[src/rtl/wino_pkg.sv]
// Shared Winograd F(2x2,3x3) definitions: tile size, the B^T coefficient
// table and the per-stage datapath width rule. Also used by the filter and
// output transforms.
package wino_pkg;

  localparam int TILE = 4;

  // Rows of B^T; entry [i][j] weights input j in output i.
  localparam int BT [TILE][TILE] = '{
    '{1,  0, -1,  0},
    '{0,  1,  1,  0},
    '{0, -1,  1,  0},
    '{0,  1,  0, -1}
  };

  // Each 1-D pass adds one bit of growth over the activation width.
  function automatic int stage_width(input int wi, input int stage);
    return wi + stage;
  endfunction

endpackage

[src/rtl/wino_input_transform_if.sv]
// Row-in / tile-out handshake bundle of the Winograd input transform.
// The master drives rows and out_ready; the slave is the transform itself.
interface wino_input_transform_if #(
  parameter int WI = 8,
  parameter int WO = 10
);
  import wino_pkg::*;

  logic                     in_valid;
  logic                     in_ready;
  logic                     in_first;
  logic [TILE*WI-1:0]       in_row;
  logic                     out_valid;
  logic                     out_ready;
  logic [TILE*TILE*WO-1:0]  out_v;
  logic                     err_resync;

  modport master (
    output in_valid, in_first, in_row, out_ready,
    input  in_ready, out_valid, out_v, err_resync
  );

  modport slave (
    input  in_valid, in_first, in_row, out_ready,
    output in_ready, out_valid, out_v, err_resync
  );

endinterface

[src/rtl/wino_bt_1d.sv]
// Four-point combinational 1-D B^T transform. Inputs are sign-extended to the
// output width first, so a WOUT of WIN+1 is lossless.
module wino_bt_1d
  import wino_pkg::*;
#(
  parameter int WIN  = 8,
  parameter int WOUT = 9
) (
  input  logic signed [WIN-1:0]  x_i [TILE],
  output logic signed [WOUT-1:0] y_o [TILE]
);

  logic signed [WOUT-1:0] xe [TILE];

  for (genvar j = 0; j < TILE; j++) begin : g_ext
    assign xe[j] = {{(WOUT-WIN){x_i[j][WIN-1]}}, x_i[j]};
  end

  // Coefficients are only 0/+1/-1, so each output is a short add/sub chain.
  always_comb begin
    for (int i = 0; i < TILE; i++) begin
      y_o[i] = '0;
      for (int j = 0; j < TILE; j++) begin
        if (BT[i][j] == 1) begin
          y_o[i] = y_o[i] + xe[j];
        end else if (BT[i][j] == -1) begin
          y_o[i] = y_o[i] - xe[j];
        end
      end
    end
  end

endmodule

[src/rtl/wino_input_transform.sv]
// Winograd input transform V = B^T*d*B on 4x4 tiles received one row per beat.
// Pipeline: row buffer -> column pass (T) -> row pass + width conversion (V).
// Optional macro WINO_IN_SAT_EN: clamp V elements instead of wrapping when
// WO is narrower than the lossless WI+2 bits.
module wino_input_transform
  import wino_pkg::*;
#(
  parameter int WI = 8,
  parameter int WO = 10
) (
  input  logic clk,
  input  logic rst,
  wino_input_transform_if.slave bus
);

  localparam int W1 = stage_width(WI, 1);
  localparam int W2 = stage_width(WI, 2);

  logic [1:0]             row_cnt_q, row_cnt_d, wr_idx;
  logic                   tile_full_q, tile_full_d;
  logic                   s1_valid_q, out_valid_q, err_q;
  logic signed [WI-1:0]   row_q [TILE][TILE];
  logic signed [W1-1:0]   t_q   [TILE][TILE];
  logic signed [WO-1:0]   v_q   [TILE][TILE];

  logic signed [WI-1:0]   col   [TILE][TILE];
  logic signed [W1-1:0]   tcol  [TILE][TILE];
  logic signed [W2-1:0]   vfull [TILE][TILE];
  logic signed [WO-1:0]   vconv [TILE][TILE];

  logic accept, resync, s1_load, s2_load;

  assign s2_load      = s1_valid_q & (~out_valid_q | bus.out_ready);
  assign s1_load      = tile_full_q & (~s1_valid_q | s2_load);
  assign bus.in_ready = ~tile_full_q | s1_load;
  assign accept       = bus.in_valid & bus.in_ready;
  assign resync       = accept & bus.in_first & (row_cnt_q != 2'd0);
  assign wr_idx       = resync ? 2'd0 : row_cnt_q;

  assign bus.out_valid  = out_valid_q;
  assign bus.err_resync = err_q;

  for (genvar r = 0; r < TILE; r++) begin : g_outr
    for (genvar c = 0; c < TILE; c++) begin : g_outc
      assign bus.out_v[(TILE*r+c)*WO +: WO] = v_q[r][c];
    end
  end

  // Row counter and tile-full flag; a resync row restarts the tile as row 0.
  always_comb begin
    row_cnt_d   = row_cnt_q;
    tile_full_d = tile_full_q;
    if (s1_load) begin
      tile_full_d = 1'b0;
    end
    if (accept) begin
      if (resync) begin
        row_cnt_d = 2'd1;
      end else if (row_cnt_q == 2'd3) begin
        row_cnt_d   = 2'd0;
        tile_full_d = 1'b1;
      end else begin
        row_cnt_d = row_cnt_q + 2'd1;
      end
    end
  end

  // Present the buffered tile column by column to the first 1-D pass.
  always_comb begin
    for (int r = 0; r < TILE; r++) begin
      for (int c = 0; c < TILE; c++) begin
        col[c][r] = row_q[r][c];
      end
    end
  end

  for (genvar g = 0; g < TILE; g++) begin : g_pass
    wino_bt_1d #(.WIN(WI), .WOUT(W1)) u_col (.x_i(col[g]), .y_o(tcol[g]));
    wino_bt_1d #(.WIN(W1), .WOUT(W2)) u_row (.x_i(t_q[g]), .y_o(vfull[g]));
  end

`ifdef WINO_IN_SAT_EN
  localparam logic signed [W2-1:0] SAT_HI = W2'((2 ** (WO - 1)) - 1);
  localparam logic signed [W2-1:0] SAT_LO = ~SAT_HI;
`endif

  // Narrow the lossless V to WO bits: clamp when enabled, else keep the LSBs.
  always_comb begin
    for (int r = 0; r < TILE; r++) begin
      for (int c = 0; c < TILE; c++) begin
        vconv[r][c] = WO'(vfull[r][c]);
`ifdef WINO_IN_SAT_EN
        if (WO < W2) begin
          if (vfull[r][c] > SAT_HI) begin
            vconv[r][c] = WO'(SAT_HI);
          end else if (vfull[r][c] < SAT_LO) begin
            vconv[r][c] = WO'(SAT_LO);
          end
        end
`endif
      end
    end
  end

  // Pipeline control registers; reset drops every in-flight row and tile.
  always_ff @(posedge clk) begin
    if (rst) begin
      row_cnt_q   <= 2'd0;
      tile_full_q <= 1'b0;
      s1_valid_q  <= 1'b0;
      out_valid_q <= 1'b0;
      err_q       <= 1'b0;
    end else begin
      row_cnt_q   <= row_cnt_d;
      tile_full_q <= tile_full_d;
      err_q       <= resync;
      if (s1_load) begin
        s1_valid_q <= 1'b1;
      end else if (s2_load) begin
        s1_valid_q <= 1'b0;
      end
      if (s2_load) begin
        out_valid_q <= 1'b1;
      end else if (bus.out_ready) begin
        out_valid_q <= 1'b0;
      end
    end
  end

  // Data registers: row buffer, column-pass result and the held output tile.
  always_ff @(posedge clk) begin
    if (rst) begin
      for (int r = 0; r < TILE; r++) begin
        for (int c = 0; c < TILE; c++) begin
          row_q[r][c] <= '0;
          t_q[r][c]   <= '0;
          v_q[r][c]   <= '0;
        end
      end
    end else begin
      if (accept) begin
        for (int c = 0; c < TILE; c++) begin
          row_q[wr_idx][c] <= bus.in_row[c*WI +: WI];
        end
      end
      if (s1_load) begin
        for (int r = 0; r < TILE; r++) begin
          for (int c = 0; c < TILE; c++) begin
            t_q[r][c] <= tcol[c][r];
          end
        end
      end
      if (s2_load) begin
        v_q <= vconv;
      end
    end
  end

endmodule

[src/flat_wrapper.sv]
// flat-port wrapper written by rule: the top's interface ports become plain ports
module wino_input_transform_flat import wino_pkg::*;
#(
  parameter int WI = 8,
  parameter int WO = 10
)
  (clk, rst, bus_in_valid, bus_in_first, bus_in_row, bus_out_ready, bus_in_ready, bus_out_valid, bus_out_v, bus_err_resync);
  wino_input_transform_if #(.WI(WI), .WO(WO)) bus_i ();
  input  logic clk;
  input  logic rst;
  input wire logic [$bits(bus_i.in_valid)-1:0] bus_in_valid;
  input wire logic [$bits(bus_i.in_first)-1:0] bus_in_first;
  input wire logic [$bits(bus_i.in_row)-1:0] bus_in_row;
  input wire logic [$bits(bus_i.out_ready)-1:0] bus_out_ready;
  output wire logic [$bits(bus_i.in_ready)-1:0] bus_in_ready;
  output wire logic [$bits(bus_i.out_valid)-1:0] bus_out_valid;
  output wire logic [$bits(bus_i.out_v)-1:0] bus_out_v;
  output wire logic [$bits(bus_i.err_resync)-1:0] bus_err_resync;
  assign bus_i.in_valid = bus_in_valid;
  assign bus_i.in_first = bus_in_first;
  assign bus_i.in_row = bus_in_row;
  assign bus_i.out_ready = bus_out_ready;
  assign bus_in_ready = bus_i.in_ready;
  assign bus_out_valid = bus_i.out_valid;
  assign bus_out_v = bus_i.out_v;
  assign bus_err_resync = bus_i.err_resync;
  wino_input_transform #(.WI(WI), .WO(WO)) u_core (.clk(clk), .rst(rst), .bus(bus_i));
endmodule
[config.mk]
export PLATFORM = sky130hd
export DESIGN_NAME = wino_input_transform_flat
export DESIGN_NICKNAME = d
export VERILOG_FILES = /design/src/rtl/wino_pkg.sv /design/src/rtl/wino_input_transform_if.sv /design/src/rtl/wino_bt_1d.sv /design/src/rtl/wino_input_transform.sv /design/src/flat_wrapper.sv
export SDC_FILE = /design/constraint.sdc
export NUM_CORES = 1
export LEC_CHECK = 0
export ABC_CLOCK_PERIOD_IN_PS = 10000
export BUFFER_PORTS_ARGS = -buffer_cell sky130_fd_sc_hd__buf_4
export CAP_MARGIN = 30
export CORE_MARGIN = 2
export CORE_UTILIZATION = 40
export CTS_BUF_LIST = sky130_fd_sc_hd__clkbuf_8 sky130_fd_sc_hd__clkbuf_16
export DETAILED_ROUTE_END_ITERATION = 10
export GPL_ROUTABILITY_DRIVEN = 0
export HOLD_SLACK_MARGIN = 0.12
export PLACE_DENSITY = 0.66
export SLEW_MARGIN = 15
export SYNTH_ARGS = -nofsm -noshare
export SYNTH_HDL_FRONTEND = slang
export SYNTH_HIERARCHICAL = 1
export SYNTH_SLANG_ARGS = --single-unit
[constraint.sdc]
create_clock -name clk -period 10 [get_ports clk]
set_clock_uncertainty 0.1 [all_clocks]
set_input_delay 2 -clock clk [delete_from_list [all_inputs] [get_ports clk]]
set_output_delay 2 -clock clk [all_outputs]
set_load 0.02 [all_outputs]
==> results of run 1 <==
==> path summary, 6_finish.rpt <==
check | cells after the start | to | start
max | 3 | bus_in_ready | bus_out_ready
max reg2reg | 5 | u_core/row_q[2][18]$_SDFFCE_PN0P_ | u_core/s1_valid_q$_SDFFE_PP0P_
min reg2reg | 2 | u_core/bus.out_v[148]$_SDFFE_PP0P_ | u_core/bus.out_v[148]$_SDFFE_PP0P_
min | 2 | u_core/bus.out_v[148]$_SDFFE_PP0P_ | u_core/bus.out_v[148]$_SDFFE_PP0P_
==> metrics by stage <==
stage / setup WS [ns] / hold slack, ns / total power, W / util [%] / std cells
after floorplan: 3.95 / 0.413 / 0.00268 / - / 3083
final: 5.00 / 0.373 / 0.00474 / 45.8 / 4170
after CTS: 5.03 / 0.376 / 0.00478 / 45.7 / 4169
after detailed placement: 5.03 / 0.367 / 0.00293 / 43.4 / 4076
after global placement: 5.04 / 0.364 / 0.00293 / 43.3 / 4074
after global routing: 4.96 / 0.395 / 0.00494 / 45.8 / 4170
==> state kept, by name, summed over array words and instances, names as in the netlist <==
| register | cells |
|---|---|
| u_core/bus.out_valid | 1 |
| u_core/bus.out_v | 160 |
| u_core/tile_full_q | 1 |
| u_core/bus.err_resync | 1 |
| u_core/row_cnt_q | 2 |
| u_core/row_q | 128 |
| u_core/s1_valid_q | 1 |
| u_core/t_q | 144 |
==> layer usage <==
layer,vias to the layer above,GRT usage [%],part of all wire [%]
li1,10836,-,-
met1,10219,26.8,45
met2,489,32.9,47
met3,95,2.80,5.2
met4,0,6.38,3.1
met5,-,0,0
==> final cells by class <==
cell class	instances	area [um^2]	area share, %
Clock buffer	53	1320	4.09
Clock inverter	40	335	1.04
Inverter	341	1280	3.99
Multi-Input combinational cell	2139	14900	46.2
Sequential cell	438	11500	35.7
Tap cell	940	1180	3.66
Timing Repair Buffer	219	1710	5.31
==> kinds of logic (layout without fill, tap and decap cells) <==
logic type      Yosys count  after routing  synth area share [%]
compound gates          787            787                  16.8
xor+xnor                177            177                  5.45
fa+ha+maj               306            306                  14.3
buf+inv                 506            653                  7.47
flops                   438            438                  40.4
mux                       7              7                 0.259
simple gates            862            862                  15.3
==> power by group <==
group	switching (W)	internal (W)	total, W
Clock	0.000760	0.00108	0.00184
Sequential	0.0000558	0.00198	0.00204
Combinational	0.000526	0.000338	0.000864
==> cells in the final DEF (no fill, tap or decap), types with 8 or more instances in the layout <==
cell | synthesis | final
xor2_1 | 52 | 52
a21o_1 | 15 | 14
o211ai_1 | 21 | 21
nand3_1 | 187 | 187
buf_4 | 12 | 215
o22ai_1 | 11 | 11
o41ai_1 | 8 | 8
nand4_1 | 9 | 9
nor2b_1 | 46 | 46
clkinv_1 | 0 | 10
xnor2_1 | 125 | 125
a31oi_1 | 15 | 15
inv_1 | 335 | 346
a211oi_1 | 12 | 12
o21ai_0 | 249 | 249
nor2_1 | 287 | 287
or2_2 | 12 | 12
o21ai_1 | 10 | 10
nand2_1 | 34 | 34
o21a_1 | 37 | 37
ha_1 | 274 | 274
edfxtp_1 | 272 | 272
nand2b_1 | 64 | 63
and2_1 | 146 | 146
dfxtp_1 | 166 | 165
a41oi_1 | 15 | 15
nor3_1 | 33 | 33
o21bai_1 | 34 | 34
clkbuf_16 | 0 | 52
a21oi_1 | 297 | 297
nor3b_1 | 8 | 8
o31a_1 | 12 | 12
fa_1 | 32 | 32
nor2_2 | 9 | 9
==> worst register-to-register path: stages (launching register included) <==
cell,delay [ns]
dfxtp_4,0.75
nand4b_2,0.45
nand4_1,0.47
buf_4,0.38
nand2b_1,0.10
buf_4,0.27
==> key figures, run 1 <==
Logic synthesis
  – Ys flop type: edfxtp_1
  – Top cell type's share of synthesized area: 28.7%
  – Area leader, netlist: edfxtp_1
  – Asr flop ratio synth: 0%
  – Syn Nets: 3426
  – Commonest cells post-synth: 335 x inv_1, 297 x a21oi_1, 287 x nor2_1, 274 x ha_1, 272 x edfxtp_1
  – Sequential-to-total area share from yosys stat: 40.4%
  – Yosys reg bits: 438
  – Synth warnings: 6
  – Synthesized area: 28500 um^2
  – Top cells by area, synth: edfxtp_1 29%, ha_1 12%, dfxtp_1 12%
  – Top-count cell post-synth: inv_1
  – Syn avg cell area: 9.23 um^2
  – Post-synth EDFFs: 272
  – Unique masters post-synth: 72
  – Cell count after synthesis: 3083

Cells and area
  – Fillers: 6761
  – ANT cells: 0
  – Area growth syn-to-layout: 13.0%
  – Fraction of layout cells with a size suffix above 1: 11.0%
  – Final instance area: 32200 um^2
  – NumNets Final: 3532

Setup path
  – Kind of critical path: input pin to output port
  – CP Cell Sequence: buf_4, nand4b_2, buf_4
  – Most Frequent Cell on Critical Path: buf_4
  – Highest fanout seen on the critical path: 9
  – Reg2reg setup slack: 7.14 ns
  – Crit start category: input pin
  – Worst path max stage delay: 0.43 ns
  – Crit end category: output port
  – Crit path buf inv count: 2
  – Critical path arrival: 2.90 ns
  – Critical Path RT: 7.90 ns
  – Slowest CP cell: nand4b_2
  – Crit path max-delay family: buffers and inverters

Timing
  – Final min period: 5.00 ns
  – Period utilization: 50.0%
  – Actual slew at the worst max-slew pin: 0.981 ns
  – Slew margin rel.: 34.6%
  – Slew Viols, Final: 0
  – Fin Setup TNS: 0 ns
  – Final hold violations: 0
  – FMAX: 200 MHz
  – Setup-failing EPs final: 0
  – RSZ-0062 raised after global routing: false

GRT
  – Antenna violations before repair: 0
  – First-pass GRT wire length: 115000 um
  – Vias in the first global route: 20412
  – Largest net degree at the start of global routing: 145
  – Tot GR Track Use: 19.9%
  – GRT overflow: 0

Floorplan
  – Row Count: 97
  – Core area: 70300 um^2
  – Starting density of the core: 40.5%
  – Die area: 73300 um^2
  – IO Pins: 200
  – Chip Height: 271 um
  – Chip Width: 271 um

Flow run
  – Max Cap Viol: 0

Route
  – Vias: 21639
  – Residual DRC: 0
  – Post-route ant nets: 0
  – Drt first-iter violations: 1660
  – Avg Vias per Cell: 5.19
  – Pre-Repair DR Iteration Count: 6
  – Detailed Route WL: 74700 um
  – Routed length per instance: 17.9 um

Hold path
  – Worst min path class: register to register

CTS
  – Post-CTS resize count: 0
  – Clock buffer depth: 3
  – Clk Latency, worst-skew pair: 0.60 ns
  – Clock transition at path regs: 0.06 ns
  – CTS sink cnt: 438
  – CTS buffer count: 50
  – Hold-fix buffers, CTS: 0
  – H-tree depth: 2
  – CTS tree: built
  – Setup Buffers After CTS: 0
  – Root Buffer: clkbuf_16

Place
  – Port buffer count: 199
  – DPL Wire Length: 57100 um
  – Placed cell area: 30500 um^2

Status
  – Outcome: completed

Power and ir drop
  – PwrDens: 147 nW/um^2
  – Leak Pwr: 13.2 nW
  – Max VDD drop: 0.000119 V
No activity file was read; power rests on OpenSTA's default activity.
==> inputs of run 2 (changes only) <==
ABC_CLOCK_PERIOD_IN_PS = 5100   (was 10000)
clock period = 5.1 ns   (was 10 ns; I/O delays follow)
==> run 2 against run 1 <==
  * First-iteration DRC count decreased by 10%
  * Sequential cell count unchanged
  * Combinational power increased by 98%
  * Utilization decreased by 0.23 points
  * Worst setup slack got worse by 3.3 ns
==> key figures, run 2 (synthesis gave the netlist of run 1 again) <==
CTS
  – CTS sink cnt: 438 (unchanged)
  – H-tree depth: 2 (unchanged)
  – Clock transition at path regs: 0.06 ns (about the same)
  – Root Buffer: clkbuf_16 (unchanged)
  – CTS buffer count: 48 (was 50)
  – Post-CTS resize count: 0 (unchanged)
  – Hold-fix buffers, CTS: 0 (unchanged)
  – CTS tree: built (unchanged)
  – Clock buffer depth: 3 (unchanged)
  – Clk Latency, worst-skew pair: 0.60 ns (about the same)
  – Setup Buffers After CTS: 0 (unchanged)

Timing
  – WHS: 0.376 ns (was 0.373 ns)
  – FMAX: 290 MHz
  – Final hold violations: 0 (unchanged)
  – Fin Setup TNS: 0 ns (unchanged)
  – Setup-failing EPs final: 0 (unchanged)
  – Period utilization: 67.5%
  – Final min period: 3.44 ns
  – RSZ-0062 raised after global routing: false (unchanged)
  – Slew margin rel.: 42.1% (was 34.6%)
  – Slew Viols, Final: 0 (unchanged)
  – Actual slew at the worst max-slew pin: 0.868 ns (was 0.981 ns)

Floorplan
  – Starting density of the core: 40.5% (unchanged)
  – IO Pins: 200 (unchanged)
  – Core area: 70300 um^2 (unchanged)
  – Die area: 73300 um^2 (unchanged)
  – Row Count: 97 (unchanged)
  – Chip Width: 271 um (unchanged)
  – Chip Height: 271 um (unchanged)

Cells and area
  – Area growth syn-to-layout: 12.5% (was 13.0%)
  – Largest register FFs: 160 (unchanged)
  – Fraction of layout cells with a size suffix above 1: 11.0% (about the same)
  – Final instance area: 32000 um^2 (was 32200 um^2)
  – NumNets Final: 3533 (was 3532)
  – Commonest non-fill, non-tap cell in the layout: inv_1 (unchanged)
  – Commonest non-fill, non-tap cells in the layout: 343 x inv_1, 297 x a21oi_1, 287 x nor2_1, 274 x ha_1, 272 x edfxtp_1 (was 346 x inv_1, 297 x a21oi_1, 287 x nor2_1, 274 x ha_1, 272 x edfxtp_1)

Setup path
  – Reg2reg start: u_core/s1_valid_q$_SDFFE_PP0P_ (unchanged)
  – Critical path arrival: 2.32 ns (was 2.90 ns)
  – Highest fanout seen on the critical path: 79 (was 9)
  – CP Cell Sequence: nand4b_2, buf_4 (was buf_4, nand4b_2, buf_4)
  – Crit path max-delay family: flip-flops (was buffers and inverters)
  – Crit start category: register (was input pin)
  – Kind of critical path: register to output port (was input pin to output port)
  – Worst path max stage delay: 0.87 ns (was 0.43 ns)
  – Crit end category: output port (unchanged)
  – Crit path buf inv count: 1 (was 2)
  – CP startpoint: u_core/s1_valid_q$_SDFFE_PP0P_ (was bus_out_ready)
  – Critical Path RT: 3.98 ns (was 7.90 ns)
  – Slowest CP cell: dfxtp_4 (was nand4b_2)

Hold path
  – Worst min path class: register to register (unchanged)
  – Hold_sp: u_core/bus.out_v[22]$_SDFFE_PP0P_ (was u_core/bus.out_v[148]$_SDFFE_PP0P_)

GRT
  – Antenna violations before repair: 3 (was 0)
  – Largest net degree at the start of global routing: 127 (was 145)
  – Vias in the first global route: 20539 (was 20412)
  – Tot GR Track Use: 20.0% (was 19.9%)
  – GRT overflow: 0 (unchanged)
  – First-pass GRT wire length: 117000 um (was 115000 um)

Power and ir drop
  – PwrDens: 281 nW/um^2 (was 147 nW/um^2)
  – Max VDD drop: 0.000237 V (was 0.000119 V)
  – Leak Pwr: 13.1 nW (was 13.2 nW)

Route
  – Routed length per instance: 18.0 um (was 17.9 um)
  – Residual DRC: 0 (unchanged)
  – Avg Vias per Cell: 5.19 (about the same)
  – Drt first-iter violations: 1492 (was 1660)
  – Post-route ant nets: 0 (unchanged)
  – Pre-Repair DR Iteration Count: 5 (was 6)
  – Vias: 21656 (was 21639)
  – Detailed Route WL: 75100 um (was 74700 um)

Place
  – Placed cell area: 30500 um^2 (unchanged)
  – Port buffer count: 199 (unchanged)
  – DPL Wire Length: 57500 um (was 57100 um)

Flow run
  – Max Cap Viol: 0 (unchanged)

Status
  – Outcome: completed (unchanged)
[run 2: changes by cell type in the layout (fill, tap and decap cells not counted), moves of 2 or more]
cell,previous run,this run
buf_12,0,4
buf_16,3,0
buf_4,215,217
bufinv_16,5,2
clkbuf_16,52,48
clkinv_1,10,12
clkinv_2,4,7
clkinvlp_4,4,7
diode_2,0,3
inv_1,346,343
[run 2: cell type report]
cell class | instances | area, um^2
fill | 6754 | 38300
timing repair buffer | 222 | 1720
inverter | 341 | 1280
clock buffer | 48 | 1200
antenna | 3 | 7.51
tap | 940 | 1180
sequential | 438 | 11500
multi-input combinational | 2139 | 14900
clock inverter | 41 | 270
[run 2: worst reg2reg max path, stage by stage (launching register included)]
cell	delay (ns)
dfxtp_4	0.87
nand4b_2	0.52
nand4_1	0.27
buf_4	0.36
nand2b_1	0.50
buf_4	0.40
[run 2: metal layers]
layer	vias to the layer above	wire length [um]	global-route usage [%]
met3	78	3450	2.96
li1	10820	-	-
met2	484	35300	33.2
met5	-	18	0
met1	10272	34500	27.2
met4	2	1850	5.48
[run 2: through the flow]
stage	cells	util (%)	power, W	setup WS (ns)
final	4172	45.5	0.00899	1.66
after global routing	4171	45.5	0.00939	1.53
after CTS	4167	45.5	0.00907	1.62
after detailed placement	4078	43.4	0.00577	1.62
after global placement	4078	43.4	0.00576	1.70
after floorplan	3083	-	0.00525	0.0312
[run 2: final timing paths]
kind / end / slack (ns) / depth (start not counted)
worst min-delay path: u_core/bus.out_v[22]$_SDFFE_PP0P_ / 0.38 / 2
worst max register to register: u_core/row_q[3][21]$_SDFFCE_PN0P_ / 1.81 / 5
worst max-delay path: bus_in_ready / 1.66 / 2
worst min register to register: u_core/bus.out_v[22]$_SDFFE_PP0P_ / 0.38 / 2
[run 2: power by group]
group / internal, W / switching, W / leakage, nW
clock network: 0.00182 / 0.00147 / 0.729
logic: 0.000667 / 0.00104 / 8.21
registers: 0.00388 / 0.000114 / 4.15
